<file path="config.mk">
export PLATFORM = sky130hd
export DESIGN_NAME = activation_buffer_write_control
export DESIGN_NICKNAME = d
export VERILOG_FILES = /design/src/rtl/NVP_v1_constants.sv /design/src/rtl/activation_buffer_write_control.sv
export SDC_FILE = /design/constraint.sdc
export NUM_CORES = 1
export LEC_CHECK = 0
export ABC_AREA = 1
export BUFFER_PORTS_ARGS = -buffer_cell sky130_fd_sc_hd__buf_4
export CORE_AREA = 2 2 241 243
export DETAILED_ROUTE_END_ITERATION = 6
export DIE_AREA = 0 0 243 245
export GPL_ROUTABILITY_DRIVEN = 0
export SLEW_MARGIN = 20
export SYNTH_ARGS = -nofsm -noshare
export SYNTH_HDL_FRONTEND = slang
export SYNTH_SLANG_ARGS = --single-unit
</file>
<file path="constraint.sdc">
create_clock -name clk -period 4.4 [get_ports clk]
set_clock_uncertainty 0.05 [all_clocks]
set_input_delay 0.22 -clock clk [delete_from_list [all_inputs] [get_ports clk]]
set_output_delay 0.22 -clock clk [all_outputs]
set_load 0.005 [all_outputs]
</file>
<file path="src/rtl/NVP_v1_constants.sv">
`default_nettype none
// ============================================================================
// Package     : NVP_v1_constants
// Description : Shared NVP v1 sizing constants for the activation buffer path.
// Revision    : 1.0 - initial release
// ============================================================================
package NVP_v1_constants;
    localparam int ACTIVATION_BUFFER_BANK_COUNT      = 4;
    localparam int ACTIVATION_LINE_BUFFER_DEPTH      = 16;
    localparam int NUMBER_OF_ACTIVATION_LINE_BUFFERS = 6;
    localparam int AXI_BUS_BIT_WIDTH                 = 64;
endpackage
`default_nettype wire

</file>
<file path="src/rtl/activation_buffer_write_control.sv">
`default_nettype none
// ============================================================================
// Module      : activation_buffer_write_control
// Description : Arbitrates activation line-buffer writes between a streamed
//               writeback frame (full words, ping-pong buffer selection) and
//               single-bank AXI writes. Streamed beats take priority; AXI is
//               back-pressured for that cycle. All write outputs are registered.
//               Optional feature macro: ACTIVATION_WRITE_COLLISION_CHECK_EN
//               (drops AXI writes aimed at the active stream buffer and raises a
//               sticky o_overrun_error).
// Revision    : 1.0 - initial release
// ============================================================================
module activation_buffer_write_control #(
    parameter int ACTIVATION_BUFFER_BANK_COUNT      = NVP_v1_constants::ACTIVATION_BUFFER_BANK_COUNT,
    parameter int ACTIVATION_LINE_BUFFER_DEPTH      = NVP_v1_constants::ACTIVATION_LINE_BUFFER_DEPTH,
    parameter int NUMBER_OF_ACTIVATION_LINE_BUFFERS = NVP_v1_constants::NUMBER_OF_ACTIVATION_LINE_BUFFERS,
    parameter int AXI_BUS_BIT_WIDTH                 = NVP_v1_constants::AXI_BUS_BIT_WIDTH,
    localparam int AW = $clog2(ACTIVATION_LINE_BUFFER_DEPTH),
    localparam int SW = $clog2(NUMBER_OF_ACTIVATION_LINE_BUFFERS),
    localparam int BW = $clog2(ACTIVATION_BUFFER_BANK_COUNT),
    localparam int W  = AXI_BUS_BIT_WIDTH,
    localparam int D  = AXI_BUS_BIT_WIDTH * ACTIVATION_BUFFER_BANK_COUNT,
    localparam int LB = NUMBER_OF_ACTIVATION_LINE_BUFFERS,
    localparam int BANKS = ACTIVATION_BUFFER_BANK_COUNT
) (
    input  logic                  clk,
    input  logic                  resetn,
    input  logic                  i_stream_start,
    input  logic [SW-2:0]         i_stream_pair,
    input  logic [AW-1:0]         i_stream_start_address,
    input  logic [AW:0]           i_stream_length,
    input  logic                  i_ping_pong_clear,
    output logic                  o_ping_pong_ptr,
    output logic                  o_stream_busy,
    output logic                  o_stream_done,
    input  logic                  i_stream_valid,
    output logic                  o_stream_ready,
    input  logic [D-1:0]          i_stream_data,
    input  logic                  i_axi_wr_en,
    output logic                  o_axi_wr_ready,
    input  logic [SW+AW+BW-1:0]   i_axi_wr_address,
    input  logic [W-1:0]          i_axi_wr_data,
    output logic [LB-1:0]         o_wr_en,
    output logic [AW-1:0]         o_wr_addr,
    output logic [D-1:0]          o_wr_data,
    output logic [BANKS-1:0]      o_wr_bank_mask,
    output logic                  o_overrun_error
);

    localparam logic [1:0] c_st_idle    = 2'd0;
    localparam logic [1:0] c_st_writing = 2'd1;
    localparam logic [1:0] c_st_done    = 2'd2;

    localparam int            c_lb_cmp_w  = SW + 1;
    localparam logic [SW:0]   c_lb_count  = c_lb_cmp_w'(LB);
    localparam logic [AW-1:0] c_last_addr = AW'(ACTIVATION_LINE_BUFFER_DEPTH - 1);
    localparam logic [AW-1:0] c_addr_one  = 1;
    localparam logic [AW:0]   c_cnt_one   = 1;
    localparam logic [LB-1:0] c_lb_one    = 1;

    // Frame control state
    logic [1:0]    state_q,  state_d;
    logic [AW:0]   count_q,  count_d;
    logic [AW:0]   len_q,    len_d;
    logic [AW-1:0] addr_q,   addr_d;
    logic [SW-1:0] target_q, target_d;
    logic          ptr_q,    ptr_d;

    // Registered write port
    logic [LB-1:0]    wr_en_q,   wr_en_d;
    logic [AW-1:0]    wr_addr_q, wr_addr_d;
    logic [D-1:0]     wr_data_q, wr_data_d;
    logic [BANKS-1:0] wr_mask_q, wr_mask_d;

    // AXI decode and arbitration
    logic             w_beat_accept;
    logic             w_axi_accept;
    logic [SW-1:0]    w_axi_buf;
    logic [AW-1:0]    w_axi_line;
    logic [BW-1:0]    w_axi_bank;
    logic             w_axi_buf_valid;
    logic             w_collision;
    logic [D-1:0]     w_axi_data_word;
    logic [BANKS-1:0] w_axi_mask;

    assign w_beat_accept   = (state_q == c_st_writing) && i_stream_valid;
    assign w_axi_accept    = i_axi_wr_en && !w_beat_accept;
    assign w_axi_buf       = i_axi_wr_address[SW+AW+BW-1 -: SW];
    assign w_axi_line      = i_axi_wr_address[AW+BW-1 -: AW];
    assign w_axi_bank      = i_axi_wr_address[BW-1:0];
    assign w_axi_buf_valid = ({1'b0, w_axi_buf} < c_lb_count);

    assign o_stream_ready  = (state_q == c_st_writing);
    assign o_stream_busy   = (state_q == c_st_writing) || (state_q == c_st_done);
    assign o_stream_done   = (state_q == c_st_done);
    assign o_ping_pong_ptr = ptr_q;
    assign o_axi_wr_ready  = !w_beat_accept;

    assign o_wr_en         = wr_en_q;
    assign o_wr_addr       = wr_addr_q;
    assign o_wr_data       = wr_data_q;
    assign o_wr_bank_mask  = wr_mask_q;

`ifdef ACTIVATION_WRITE_COLLISION_CHECK_EN
    logic overrun_q, overrun_d;

    // An AXI write into the buffer currently being streamed would be clobbered.
    assign w_collision     = (state_q == c_st_writing) && (w_axi_buf == target_q);
    assign overrun_d       = overrun_q || (w_axi_accept && w_collision);
    assign o_overrun_error = overrun_q;

    // Sticky overrun flag, cleared only by reset
    always_ff @(posedge clk or negedge resetn) begin
        if (!resetn) begin
            overrun_q <= 1'b0;
        end else begin
            overrun_q <= overrun_d;
        end
    end
`else
    assign w_collision     = 1'b0;
    assign o_overrun_error = 1'b0;
`endif

    // Place the AXI bank payload; bank 0 occupies the most significant slice
    always_comb begin
        w_axi_data_word = '0;
        w_axi_mask      = '0;
        for (int b = 0; b < BANKS; b++) begin
            if (w_axi_bank == BW'(b)) begin
                w_axi_data_word[(BANKS-b)*W-1 -: W] = i_axi_wr_data;
                w_axi_mask[BANKS-1-b]               = 1'b1;
            end
        end
    end

    // Frame sequencing: start latch, beat counting with address wrap, ping-pong toggle
    always_comb begin
        state_d  = state_q;
        count_d  = count_q;
        len_d    = len_q;
        addr_d   = addr_q;
        target_d = target_q;
        ptr_d    = ptr_q;
        case (state_q)
            c_st_idle: begin
                if (i_stream_start) begin
                    len_d    = i_stream_length;
                    addr_d   = i_stream_start_address;
                    count_d  = '0;
                    target_d = {i_stream_pair, ptr_q};
                    state_d  = (i_stream_length == '0) ? c_st_done : c_st_writing;
                end
            end
            c_st_writing: begin
                if (w_beat_accept) begin
                    count_d = count_q + c_cnt_one;
                    addr_d  = (addr_q == c_last_addr) ? '0 : addr_q + c_addr_one;
                    if ((count_q + c_cnt_one) == len_q) begin
                        state_d = c_st_done;
                    end
                end
            end
            c_st_done: begin
                ptr_d   = ~ptr_q;
                state_d = c_st_idle;
            end
            default: begin
                state_d = c_st_idle;
            end
        endcase
        // Clear wins over the end-of-frame toggle
        if (i_ping_pong_clear) begin
            ptr_d = 1'b0;
        end
    end

    // Select the write issued next cycle: stream beat first, then a legal AXI write
    always_comb begin
        wr_en_d   = '0;
        wr_addr_d = '0;
        wr_data_d = '0;
        wr_mask_d = '0;
        if (w_beat_accept) begin
            wr_en_d   = c_lb_one << target_q;
            wr_addr_d = addr_q;
            wr_data_d = i_stream_data;
            wr_mask_d = '1;
        end else if (w_axi_accept && w_axi_buf_valid && !w_collision) begin
            wr_en_d   = c_lb_one << w_axi_buf;
            wr_addr_d = w_axi_line;
            wr_data_d = w_axi_data_word;
            wr_mask_d = w_axi_mask;
        end
    end

    // Frame control registers
    always_ff @(posedge clk or negedge resetn) begin
        if (!resetn) begin
            state_q  <= c_st_idle;
            count_q  <= '0;
            len_q    <= '0;
            addr_q   <= '0;
            target_q <= '0;
            ptr_q    <= 1'b0;
        end else begin
            state_q  <= state_d;
            count_q  <= count_d;
            len_q    <= len_d;
            addr_q   <= addr_d;
            target_q <= target_d;
            ptr_q    <= ptr_d;
        end
    end

    // Registered write port
    always_ff @(posedge clk or negedge resetn) begin
        if (!resetn) begin
            wr_en_q   <= '0;
            wr_addr_q <= '0;
            wr_data_q <= '0;
            wr_mask_q <= '0;
        end else begin
            wr_en_q   <= wr_en_d;
            wr_addr_q <= wr_addr_d;
            wr_data_q <= wr_data_d;
            wr_mask_q <= wr_mask_d;
        end
    end

endmodule
`default_nettype wire

</file>
# Yosys cells after proc, flatten, opt, wreduce, memory -nomap -nowiden
# Cells that the tools add are included.
dict set report word_totals {
  register_bits 290
  inputBits 346
  output_inout_bits 276
  wordCells 69
}
dict set report classes {
  add_sub_neg 2
  order_cmp 1
  n_eq_ne 10
  n_shift 2
  muxes 30
  bitwise_logic 1
  reduce_logical 13
}
# cell n
set ops {}
lappend ops {{$mux 256} 2}
lappend ops {{$mux 64} 4}
lappend ops {{$mux 4} 7}
lappend ops {{$mux 6} 2}
lappend ops {{$shl 1x3->6 const A} 2}
lappend ops {{$mux 5} 2}
lappend ops {{$pmux 5 s2} 1}
lappend ops {{$mux 2} 4}
lappend ops {{$pmux 4 s2} 1}
lappend ops {{$eq 2x2->1 const B} 3}
lappend ops {{$mux 1} 6}
lappend ops {{$reduce_and 3->1} 2}
lappend ops {{$add 5x1->5 const B} 1}
lappend ops {{$eq 5x5->1} 1}
lappend ops {{$logic_not 5->1} 1}
lappend ops {{$add 4x1->4 const B} 1}
lappend ops {{$eq 2x1->1 const B} 2}
lappend ops {{$eq 4x4->1 const B} 1}
lappend ops {{$logic_not 2->1} 2}
lappend ops {{$ne 2x1->1 const B} 2}
lappend ops {{$pmux 2 s2} 1}
lappend ops {{$reduce_bool 2->1} 2}
lappend ops {{$logic_and 1x1->1} 3}
lappend ops {{$lt 3x3->1 const B} 1}
lappend ops {{other kinds (5)} 5}

# Depth between registers and ports, before layout
# Gate-level depths: netlist of run 1.
dict set report logic_depth {
  depth_word 7
  ltp_mapped 12
  mapped_depth_nobuf 12
}

# Worst setup path before layout of run 1
# OpenSTA, ideal clock, no wires.
dict set report synth_path {
  kind {reg2reg}
  startpoint {reg state_q[1]}
  endpoint {reg state_q[1]}
  setup_time_ns 0.116
  arrival_ns 1.481
  required_ns 4.234
  path_slack_ns 2.752
  stages_incl_launch_ff 13
  n_path_buf 2
  period_less_slack_ns 1.648
  path_cell_list {dfrtp_1 -> inv_1 -> ha_1 -> buf_6 -> inv_4 -> or2_1 -> nand2_2 -> inv_2 -> o21ai_2 -> buf_6 -> a21oi_1 -> nand2_1 -> nand2_1}
}
dict set report synth_between {
  elab_chain_len 4
  word_cells_on_any_way 8
  cone_classes {eq/ne (4); mux (1); reduce/logical (3)}
}
# item line
set synth_rtl {}
lappend synth_rtl {{from (decl)} activation_buffer_write_control.sv:62} ;# logic [1:0] state_q, state_d;
lappend synth_rtl {{from (signal assigned)} activation_buffer_write_control.sv:200} ;# state_q <= c_st_idle;
lappend synth_rtl {{from (signal assigned)} activation_buffer_write_control.sv:207} ;# state_q <= state_d;
lappend synth_rtl {{$eq 2x1->1 (*)} n/a}
lappend synth_rtl {{named net o_stream_ready} activation_buffer_write_control.sv:37} ;# output logic o_stream_ready,
lappend synth_rtl {{$logic_and 1x1->1} activation_buffer_write_control.sv:86} ;# assign w_beat_accept = (state_q == c_st_writing) && i_stream_valid;
lappend synth_rtl {{$ne 2x1->1 (no line)} n/a}
lappend synth_rtl {{$reduce_and 3->1 (no line)} n/a}
# The timed path passes the listed nets; every way through them passes the cells marked *.
# A chain may end at the register's enable or synchronous reset.

# Worst setup path after layout of run 1
dict set report layout_path {
  startpoint {reg state_q[1]}
  endpoint {reg wr_data_q[186] (netlist: o_wr_data[186])}
}
dict set report layout_between {
  elab_chain_len 7
}
# item line
set layout_rtl {}
lappend layout_rtl {{$eq 2x1->1 (*)} activation_buffer_write_control.sv:86}
lappend layout_rtl {{$logic_and 1x1->1 (*)} activation_buffer_write_control.sv:86}
lappend layout_rtl {{$logic_not 1->1} activation_buffer_write_control.sv:87} ;# assign w_axi_accept = i_axi_wr_en && !w_beat_accept;
lappend layout_rtl {{$logic_and 1x1->1} activation_buffer_write_control.sv:87}
lappend layout_rtl {{$logic_and 1x1->1} activation_buffer_write_control.sv:189} ;# end else if (w_axi_accept && w_axi_buf_valid && !w_collision) begin
lappend layout_rtl {{$mux 256} activation_buffer_write_control.sv:189}
lappend layout_rtl {{$mux 256 (*)} activation_buffer_write_control.sv:184} ;# if (w_beat_accept) begin
lappend layout_rtl {{named net wr_data_d[186]} activation_buffer_write_control.sv:72} ;# logic [D-1:0] wr_data_q, wr_data_d;
lappend layout_rtl {{to (signal assigned)} activation_buffer_write_control.sv:226} ;# wr_data_q <= wr_data_d;
lappend layout_rtl {{to (decl)} activation_buffer_write_control.sv:72}
# Marks and branches as above.

==> reports/results.ini, run 1 <==
[detailed_routing]
m1WireLength_um = 20500
wl_per_cell_um = 18.6
ant_nets = 0
highest_layer = met5
via_per_inst = 4.27
routed_wl_um = 51700
drc = 0
met2_length_um = 25200
vias = 11900
drt_first_pass_iters = 7
drt_iter0_markers = 590
met3_length_um = 3910

[critical_path]
reg2reg_slack_ns = 0.52
arrival_ns = 4.30
required_ns = 4.82
worstPathMaxFanout = 35
crit_type = reg -> reg
worst_r2r_endpoint = o_wr_data[186]$_DFF_PN0_
crit_end = o_wr_data[186]$_DFF_PN0_
worstRegToRegCells = 9
r2r-start = state_q[1]$_DFFE_PN0P_
crit_path_start_kind = flop
endpoint_kind = flop
crit_start = state_q[1]$_DFFE_PN0P_

[layout]
nFillCells = 5522
drive_gt1_frac = 0.432
syn2layout_area_growth_pct = 80.2
final_nets = 2347

[job]
drv.max_cap_violation_count = 0

[die]
die-area_um2 = 59500
die_width_um = 243
placementRows = 88
start_util = 0.206
die-height_um = 245
core_region_area_um2 = 57000
io_pins = 622

[synth]
netlist_instances = 1095
synthArstFlopShare = 1.00
synthDominantCellAreaShare = 0.618
synth_area_per_cell_um2 = 10.7
yosysWarnings = 0
yosysTopAreaCell = dfrtp_1
seq_area_frac_synth = 0.618
syn_nets = 1446
ys_top_cells_by_area = dfrtp_1, o21ai_2, nand2_1
synth-edff-count = 0
synthTopCellsByCount = nand2_1, dfrtp_1, o21ai_2, o21ai_0
post_synth_instance_area_um2 = 11700
synth_cell_types = 36
ys.flop_type = dfrtp_1
synth-seq-cells = 290
yosysMostFrequentCell = nand2_1

[global_route]
grt_max_degree = 106
grt_overflow = 0
antenna_found_initial = 5
grt_pass1_wl_um = 76600
first_global_vias = 12800
gr-usage-all-layers = 0.167

[timing]
rsz0062_at_grt = false
tightest_slew_ns = 0.935
setup_violations = 0
finalHoldViolCount = 0
maxSlewViolCount = 0
final.period_utilization = 0.881
fmaxAchievable_mhz = 258
slew_headroom = 0.377
setup_tns_ns = 0
whs_ns = 0.0308
min_period_ns = 3.88

[power_and_ir_drop]
p_per_area_nw_per_um2 = 435
comb_power_share = 0.324
p_switching_mw = 2.98
vdd_drop_max_v = 0.000389
p_leak_nw = 10.6
power_frac_seq = 0.370
power_frac_clock = 0.306
switching_share = 0.324
p_int_mw = 6.22

[clock_tree]
cts_tree = done
root_buffer = clkbuf_16
numCtsBuffers = 34
path_clk_slew_ns = 0.06
cts_setup_buffers = 0
ctsHtreeMaxLevel = 2
cts.sinks = 290
clkLatencyLatePin_ns = 0.53
cts_buffer_depth = 3

[place]
portBuffers = 620
hpwl_um = 34700

[outcome]
outcome = finished, final reports clean

[min_path]
hold_path_class = in -> reg

==> worst max-delay path, cell delays in order, from the launching register on <==
cell and delay (ns):
dfrtp_1 0.37, inv_1 0.08, ha_1 0.36, nand2_4 0.51, nand3_4 0.19, inv_4 0.19, nand3_4 0.65, buf_4 0.57
o21ai_0 0.24, dlygate4sd3_1 0.58
==> cells in the final DEF (no fill, tap or decap), drive strengths merged, types with 3 or more instances in the layout <==
cell type	count
nand4	3
a21oi	11
o22ai	5
nor2	12
nand2	366
buf	631
clkbuf	47
dfrtp	290
inv	36
nand3	20
o21ai	266
clkinv	4
dlygate4sd3	302
o32ai	3
ha	5
==> final cells by class <==
type | instances | area, um^2 | area share
Timing Repair Buffer | 933 | 7830 | 0.370
Sequential cell | 290 | 7260 | 0.343
Multi-Input combinational cell | 704 | 3880 | 0.183
Clock buffer | 47 | 981 | 0.0464
Tap cell | 765 | 957 | 0.0453
Inverter | 33 | 136 | 0.00645
Clock inverter | 9 | 106 | 0.00503
Antenna cell | 1 | 2.50 | 0.000118
==> sequential cells by signal (all words and copies together) (netlist names) <==
signal and flops:
count_q 5, len_q 5, target_q 3, state_q 2, addr_q 4, o_wr_addr 4, o_wr_data 256, o_wr_bank_mask 4
o_wr_en 6, o_ping_pong_ptr 1
==> logic make-up after synthesis <==
group	Yosys count	synth area share
muxes	2	0.00192
xor gates and xnor gates	1	0.000746
AOI/OAI and AO/OA	290	0.183
buffers and inverters	101	0.0537
and+or+nand+nor	405	0.137
adders and majority gates	5	0.00533
other	1	0.000319
DFF	290	0.618
==> layer usage <==
layer | up-vias | global-route usage
met5 | - | 0
met4 | 4 | 0.0747
met3 | 121 | 0.0455
met2 | 615 | 0.280
met1 | 5730 | 0.202
li1 | 5397 | -
==> repair_timing <==
action / in CTS / in global routing
endpoints found under the hold margin: 366 / 0
hold buffers: 302 / 0
resized for setup: 0 / 0
==> power groups by stage <==
stage               clock network, mW  registers [mW]  logic [mW]
global route                     3.02            3.45        3.24
finish                           2.81            3.41        2.99
global placement                    0            3.44        2.69
detailed placement                  0            3.44        2.72
floorplan                           0            3.45        1.21
CTS                              2.89            3.40        2.98
==> through the flow <==
stage	cell area (um^2)	cells	setup WS, ns	utilization	power, mW
after CTS	21100	2781	0.556	0.371	9.28
final	21200	2782	0.522	0.371	9.20
after floorplan	11700	1095	2.75	-	4.66
after global placement	17000	2423	1.13	0.299	6.13
after detailed placement	17000	2423	1.06	0.299	6.16
after global routing	21100	2781	0.282	0.371	9.70
==> how the worst min path moves through the flow <==
stage	start	to	slack, ns	depth (start not counted)
CTS	i_axi_wr_data[52]	o_wr_data[244]$_DFF_PN0_	0.0006	3
floorplan	resetn	addr_q[0]$_DFFE_PN0P_	-0.13	0
detailed placement	resetn	o_wr_addr[1]$_DFF_PN0_	0.27	1
finish	i_axi_wr_data[52]	o_wr_data[244]$_DFF_PN0_	0.03	3
global placement	resetn	o_wr_addr[1]$_DFF_PN0_	0.27	1
global route	i_axi_wr_data[45]	o_wr_data[173]$_DFF_PN0_	0.03	3
Note: power is estimated with default switching activity, not from simulation.
==> run 2, diff against run 1 <==
--- a/config.mk
+++ b/config.mk
@@ -7,10 +7,13 @@
 export LEC_CHECK = 0
 export ABC_AREA = 1
 export BUFFER_PORTS_ARGS = -buffer_cell sky130_fd_sc_hd__buf_4
-export CORE_AREA = 2 2 241 243
+export CELL_PAD_IN_SITES_DETAIL_PLACEMENT = 1
+export CELL_PAD_IN_SITES_GLOBAL_PLACEMENT = 1
+export CORE_AREA = 2 2 239 241
 export DETAILED_ROUTE_END_ITERATION = 6
-export DIE_AREA = 0 0 243 245
+export DIE_AREA = 0 0 241 243
 export GPL_ROUTABILITY_DRIVEN = 0
+export PLACE_DENSITY_LB_ADDON = 0.1
 export SLEW_MARGIN = 20
 export SYNTH_ARGS = -nofsm -noshare
 export SYNTH_HDL_FRONTEND = slang
==> run 2 against run 1 <==
- clock-buffer cell count rose by 12
- maximum frequency rose by 3.6%
- worst setup slack improved by 0.13 ns
- utilization rose by 1.2 points
- routed wire length rose by 15%
- critical path type unchanged
- largest cell class unchanged
- largest power group unchanged
==> reports/results.ini, run 2 (synthesis results as in run 1) <==
[detailed_routing]
drc = 0  ; unchanged
drt_iter0_markers = 384  ; -35%
ant_nets = 0  ; unchanged
drt_first_pass_iters = 4  ; -3
via_per_inst = 4.18  ; -2.1%
vias = 11700  ; -1.3%
routed_wl_um = 59600  ; +15%
wl_per_cell_um = 21.3  ; +14%

[power_and_ir_drop]
comb_power_share = 0.316  ; -0.008
fin_total_pwr_mw = 9.66  ; +5.0%
power_frac_clock = 0.333  ; +0.027
p_per_area_nw_per_um2 = 451  ; +3.7%
p_int_mw = 6.51  ; +4.6%
p_leak_nw = 10.7  ; +1.3%
power_frac_seq = 0.351  ; -0.019
p_switching_mw = 3.16  ; +5.8%
switching_share = 0.327  ; +0.00246
vdd_drop_max_v = 0.000208  ; -47%

[place]
dp_cells = 2418  ; -0.21%
dpl_cell_area_um2 = 17000  ; about the same
portBuffers = 620  ; unchanged
place_ws_ns = 1.13  ; +0.0647 ns
hpwl_um = 42100  ; +21%

[global_route]
grt_max_degree = 141  ; +33%
grt_overflow = 0  ; unchanged
first_global_vias = 13300  ; +3.7%
antenna_found_initial = 9  ; +4
gr-usage-all-layers = 0.200  ; +0.0328
grt_pass1_wl_um = 86600  ; +13%

[die]
die-area_um2 = 58600  ; -1.6%
placementRows = 87  ; -1.1%
die_width_um = 241  ; -0.82%
io_pins = 622  ; unchanged
core_region_area_um2 = 56000  ; -1.9%
die-height_um = 243  ; -0.82%
start_util = 0.210  ; +0.00399

[timing]
min_period_ns = 3.74  ; -0.134 ns
maxSlewViolCount = 0  ; unchanged
setup_violations = 0  ; unchanged
fmaxAchievable_mhz = 267  ; +3.6%
final.period_utilization = 0.851  ; -0.0305
setup_tns_ns = 0  ; unchanged
finalHoldViolCount = 0  ; unchanged
rsz0062_at_grt = false
slew_headroom = 0.330  ; -0.0466
tightest_slew_ns = 1.00  ; +0.0698 ns
whs_ns = 0.0198  ; -0.0111 ns
setup_ws_ns = 0.656  ; +0.134 ns

[layout]
seq_area_um2 = 7260  ; unchanged
drive_gt1_frac = 0.433  ; +0.00108
final_nets = 2363  ; +0.68%
multi_input_area_um2 = 3880  ; unchanged
final_common_cell = buf_4
nFillCells = 6389  ; +16%
final_cell_mix = buf_4, nand2_1, dlygate4sd3_1
fin_util = 0.383  ; +0.0120
final_area_um2 = 21400  ; +1.3%
largest_reg_flops = 256  ; unchanged
stdcell_count = 2804  ; +0.79%
syn2layout_area_growth_pct = 82.5

[min_path]
hold_path_class = in -> reg

[critical_path]
crit_buf_inv = 4  ; unchanged
crit_type = reg -> reg
required_ns = 4.82  ; about the same
cp_slowest_stage_delay_ns = 0.69  ; +0.04 ns
reg2reg_slack_ns = 0.66  ; +0.13 ns
crit_path_start_kind = flop
worstPathMaxFanout = 40  ; +14%
endpoint_kind = flop
slowest_stage = nand3_4
arrival_ns = 4.17  ; -0.13 ns
cp_top_family = buffers and inverters
cp_common_cell = nand3_4
path_cells = inv_1 > ha_1 > nand2_4 > nand3_4 > inv_4 > nand3_4 > buf_4 > o21ai_0 > dlygate4sd3_1

[clock_tree]
numCtsBuffers = 39  ; +15%
post_cts_resized = 0  ; unchanged
cts_tree = done
cts_buffer_depth = 3  ; unchanged
clkLatencyLatePin_ns = 0.55  ; +0.02 ns
ctsHtreeMaxLevel = 2  ; unchanged
path_clk_slew_ns = 0.06  ; about the same
root_buffer = clkbuf_16
cts.sinks = 290  ; unchanged

[outcome]
outcome = finished, final reports clean

[job]
drv.max_cap_violation_count = 0  ; unchanged

-- run 2: cell count changes in the layout (fill, tap and decap cells not counted), sizes merged --
cell         previous run  this run
buf                   631       635
clkbuf                 47        59
clkinv                  4         7
inv                    36        33
diode                   1         7
dlygate4sd3           302       309
clkinvlp                0         2
-- run 2: worst register-to-register path, cell delays in order, from the launching register on --
cell	delay, ns
dfrtp_1	0.37
inv_1	0.07
ha_1	0.36
nand2_4	0.41
nand3_4	0.17
inv_4	0.19
nand3_4	0.69
buf_4	0.58
o21ai_0	0.22
dlygate4sd3_1	0.56
-- run 2: timing repair --
action / CTS / global route
buffers inserted: 0 / 0
hold endpoints to repair: 364 / 0
hold buffers: 309 / 0
-- run 2: final cells by class --
cell class | count | area share
multi-input cells | 704 | 0.181
flip-flops and latches | 290 | 0.339
clock buffers | 59 | 0.0543
repair buffers | 944 | 0.369
clock inverters | 11 | 0.00532
diodes | 7 | 0.000818
well taps | 756 | 0.0442
inverters | 33 | 0.00637
-- run 2: worst paths after layout --
kind | start | end | cells after the start
min in group asynchronous | resetn | o_wr_data[253]$_DFF_PN0_ | 2
min reg2reg | target_q[0]$_DFFE_PN0P_ | o_wr_en[2]$_DFF_PN0_ | 1
max in group asynchronous | resetn | o_wr_data[176]$_DFF_PN0_ | 3
max reg2reg | state_q[1]$_DFFE_PN0P_ | o_wr_data[248]$_DFF_PN0_ | 9
max | state_q[1]$_DFFE_PN0P_ | o_wr_data[248]$_DFF_PN0_ | 9
min | i_axi_wr_data[44] | o_wr_data[108]$_DFF_PN0_ | 3
-- run 2: metal layers --
layer	wire length, um	global-route usage	part of all wire
met1	23300	0.230	0.39
met2	30700	0.358	0.51
met3	3390	0.0457	0.057
met4	2200	0.0766	0.037
met5	12	0	0.00020
-- run 2: power groups by stage --
| stage | registers, mW | clock network, mW | logic, mW |
|---|---|---|---|
| after floorplan | 3.45 | 0 | 1.21 |
| after global placement | 3.43 | 0 | 2.80 |
| after detailed placement | 3.44 | 0 | 2.82 |
| after CTS | 3.39 | 3.32 | 3.12 |
| after global routing | 3.45 | 3.43 | 3.35 |
| final | 3.39 | 3.22 | 3.05 |
==> run 3, diff against run 2 <==
--- a/config.mk
+++ b/config.mk
@@ -9,10 +9,11 @@
 export BUFFER_PORTS_ARGS = -buffer_cell sky130_fd_sc_hd__buf_4
 export CELL_PAD_IN_SITES_DETAIL_PLACEMENT = 1
 export CELL_PAD_IN_SITES_GLOBAL_PLACEMENT = 1
-export CORE_AREA = 2 2 239 241
+export CORE_AREA = 2 2 242 244
+export CTS_CLUSTER_DIAMETER = 30
 export DETAILED_ROUTE_END_ITERATION = 6
-export DIE_AREA = 0 0 241 243
-export GPL_ROUTABILITY_DRIVEN = 0
+export DIE_AREA = 0 0 244 246
+export GPL_ROUTABILITY_DRIVEN = 1
 export PLACE_DENSITY_LB_ADDON = 0.1
 export SLEW_MARGIN = 20
 export SYNTH_ARGS = -nofsm -noshare
==> constraint.sdc (replaced) <==
create_clock -name clk -period 3.6 [get_ports clk]
set_clock_uncertainty 0.05 [all_clocks]
set_input_delay 0.18 -clock clk [delete_from_list [all_inputs] [get_ports clk]]
set_output_delay 0.18 -clock clk [all_outputs]
set_load 0.005 [all_outputs]
==> run 3 against run 2 <==
- the run now fails in clock tree synthesis (4_1_cts)
- synthesized cell count is the same
- synthesized area did not move
==> reports/results.ini, run 3 <==
[synth]
synth-seq-cells = 290  ; unchanged
synthArstFlopShare = 1.00  ; unchanged
seq_area_frac_synth = 0.618  ; unchanged
synth_cell_types = 36  ; unchanged
yosysTopAreaCell = dfrtp_1
netlist_instances = 1095  ; unchanged
synthDominantCellAreaShare = 0.618  ; unchanged
syn_nets = 1446  ; unchanged
post_synth_instance_area_um2 = 11700  ; unchanged
synth-edff-count = 0  ; unchanged
synthTopCellsByCount = nand2_1, dfrtp_1, o21ai_2, o21ai_0
yosysWarnings = 0  ; unchanged
yosysMostFrequentCell = nand2_1
synth_area_per_cell_um2 = 10.7  ; unchanged
ys.flop_type = dfrtp_1
ys_top_cells_by_area = dfrtp_1, o21ai_2, nand2_1

[clock_tree]
cts.sinks = 290  ; unchanged
root_buffer = clkbuf_16
cts_setup_buffers = 0  ; unchanged
hold_buffers = 523  ; +69%
cts_buffer_depth = 3  ; unchanged
ctsHtreeMaxLevel = 3  ; +1
numCtsBuffers = 98  ; +150%
post_cts_resized = 0  ; unchanged

[die]
die_width_um = 244  ; +1.2%
start_util = 0.205  ; -0.00517
io_pins = 622  ; unchanged
die-height_um = 246  ; +1.2%
placementRows = 88  ; +1.1%

[outcome]
lastStage = clock tree synthesis (4_1_cts)
error_line = [ERROR RSZ-0060] Max buffer count reached.
outcome = aborted with a tool error

[place]
hpwl_um = 41500  ; -1.5%
portBuffers = 620  ; unchanged
globalplace.congestion = 0.809

[run 3: kinds of logic after synthesis]
group / share of synthesized area
adders and majority gates: 0.00533
other: 0.000319
DFF: 0.618
muxes: 0.00192
xor gates and xnor gates: 0.000746
buffers and inverters: 0.0537
and+or+nand+nor: 0.137
AOI/OAI and AO/OA: 0.183
[run 3: per-stage QoR]
| stage | worst slack, ns | instance area [um^2] | hold WS, ns | utilization | cells |
|---|---|---|---|---|---|
| 3_3_place_gp | 0.929 | 17200 | 0.160 | 0.299 | 2429 |
| 2_1_floorplan | 1.95 | 11700 | -0.166 | - | 1095 |
| 3_5_place_dp | 0.865 | 17200 | 0.168 | 0.299 | 2429 |
==> run 4, diff against run 3 <==
--- a/config.mk
+++ b/config.mk
@@ -7,14 +7,11 @@
 export LEC_CHECK = 0
 export ABC_AREA = 1
 export BUFFER_PORTS_ARGS = -buffer_cell sky130_fd_sc_hd__buf_4
-export CELL_PAD_IN_SITES_DETAIL_PLACEMENT = 1
-export CELL_PAD_IN_SITES_GLOBAL_PLACEMENT = 1
-export CORE_AREA = 2 2 242 244
-export CTS_CLUSTER_DIAMETER = 30
+export CORE_AREA = 2 2 240 242
 export DETAILED_ROUTE_END_ITERATION = 6
-export DIE_AREA = 0 0 244 246
+export DIE_AREA = 0 0 242 244
 export GPL_ROUTABILITY_DRIVEN = 1
-export PLACE_DENSITY_LB_ADDON = 0.1
+export PLACE_DENSITY_LB_ADDON = 0.15
 export SLEW_MARGIN = 20
 export SYNTH_ARGS = -nofsm -noshare
 export SYNTH_HDL_FRONTEND = slang
==> run 4 against run 3 <==
- the run now ends clean
==> reports/results.ini, run 4 (synthesis results as in run 1) <==
[critical_path]
arrival_ns = 3.53
crit_path_start_kind = flop
required_ns = 3.97
endpoint_kind = flop
worstPathMaxFanout = 28
crit_type = reg -> reg

[power_and_ir_drop]
p_int_mw = 8.09
fin_total_pwr_mw = 11.9
power_frac_seq = 0.348
comb_power_share = 0.342
vdd_drop_max_v = 0.000314
power_frac_clock = 0.310
p_switching_mw = 3.80
p_leak_nw = 11.5
p_per_area_nw_per_um2 = 525
switching_share = 0.319

[layout]
seq_area_um2 = 7260
syn2layout_area_growth_pct = 93.0
fin_util = 0.403
multi_input_area_um2 = 3880
largest_reg_flops = 256
final_nets = 2487
final_area_um2 = 22700
final_common_cell = buf_4
nFillCells = 5639
stdcell_count = 2921
drive_gt1_frac = 0.409
final_cell_mix = buf_4, dlygate4sd3_1, nand2_1

[detailed_routing]
routed_wl_um = 54900
vias = 12200
highest_layer = met5
ant_nets = 0
met2_length_um = 28300
met3_length_um = 3110
drt_first_pass_iters = 4
m1WireLength_um = 21700
drt_iter0_markers = 465
via_per_inst = 4.16
drc = 0
wl_per_cell_um = 18.8

[die]
start_util = 0.209  ; +0.00436
placementRows = 87  ; -1.1%
die-height_um = 244  ; -0.81%
die_width_um = 242  ; -0.82%
io_pins = 622  ; unchanged
die-area_um2 = 59000
core_region_area_um2 = 56200

[timing]
whs_ns = 0.0171
final.period_utilization = 0.876
min_period_ns = 3.15
setup_violations = 0
slew_headroom = 0.517
maxSlewViolCount = 0
setup_ws_ns = 0.445
setup_tns_ns = 0
fmaxAchievable_mhz = 317
rsz0062_at_grt = false
finalHoldViolCount = 0
tightest_slew_ns = 0.724

[global_route]
grt_pass1_wl_um = 82500
first_global_vias = 13300
grt_max_degree = 85
antenna_found_initial = 1
grt_overflow = 0
gr-usage-all-layers = 0.182

[clock_tree]
cts_tree = done
cts.sinks = 290  ; unchanged
path_clk_slew_ns = 0.06
cts_setup_buffers = 0  ; unchanged
cts_buffer_depth = 3  ; unchanged
ctsHtreeMaxLevel = 2  ; -1
root_buffer = clkbuf_16
numCtsBuffers = 37  ; -62%
clkLatencyLatePin_ns = 0.54

[place]
dpl_cell_area_um2 = 17100  ; -0.15%
dp_cells = 2423  ; -0.25%
globalplace.congestion = 0.827  ; +2.3%
hpwl_um = 38200  ; -8.0%
place_ws_ns = 0.725  ; -0.140 ns
portBuffers = 620  ; unchanged

[outcome]
outcome = finished, final reports clean

[min_path]
hold_path_class = in -> reg

[job]
drv.max_cap_violation_count = 0

[run 4: worst paths after layout]
| check | from | cells after the start | end | slack (ns) |
|---|---|---|---|---|
| min in group asynchronous | resetn | 2 | o_wr_data[92]$_DFF_PN0_ | 0.22 |
| max in group asynchronous | resetn | 4 | len_q[0]$_DFFE_PN0P_ | 2.20 |
| worst max register to register | state_q[1]$_DFFE_PN0P_ | 9 | o_wr_data[4]$_DFF_PN0_ | 0.45 |
| worst min-delay path | i_axi_wr_address[1] | 3 | o_wr_data[83]$_DFF_PN0_ | 0.02 |
| worst min register to register | target_q[0]$_DFFE_PN0P_ | 1 | o_wr_en[2]$_DFF_PN0_ | 0.45 |
| worst max-delay path | state_q[1]$_DFFE_PN0P_ | 9 | o_wr_data[4]$_DFF_PN0_ | 0.45 |
[run 4: routing by layer]
layer  global-route usage  vias to the layer above
met5                    0                        -
met4               0.0588                        2
met3               0.0428                       85
met2                0.329                      402
met1                0.213                     5984
li1                     -                     5691
[run 4: power by group through the flow]
| stage | clock network [mW] | registers (mW) | logic [mW] |
|---|---|---|---|
| floorplan | 0 | 4.21 | 1.48 |
| global placement | 0 | 4.19 | 3.40 |
| detailed placement | 0 | 4.19 | 3.41 |
| CTS | 3.82 | 4.14 | 4.09 |
| global route | 3.94 | 4.20 | 4.41 |
| finish | 3.69 | 4.14 | 4.06 |
[run 4: cell type report]
type	instances	area share
Inverter	33	0.00602
Multi-Input combinational cell	704	0.171
Antenna cell	1	0.000110
Tap cell	756	0.0418
Clock buffer	60	0.0510
Sequential cell	290	0.320
Clock inverter	7	0.00204
Timing Repair Buffer	1070	0.408
[run 4: repair_timing]
item,CTS,global route
resized for setup,0,1
hold buffers,430,0
endpoints found under the hold margin,359,0
endpoints found under the setup margin,0,3
[run 4: worst max-delay path: stages, from the launching register on]
cell           delay (ns)
dfrtp_1              0.39
inv_1                0.09
ha_1                 0.48
nand2_4              0.26
nand3_4              0.17
inv_4                0.09
nand3_4              0.34
buf_6                0.45
o21ai_0              0.13
dlygate4sd3_1        0.57
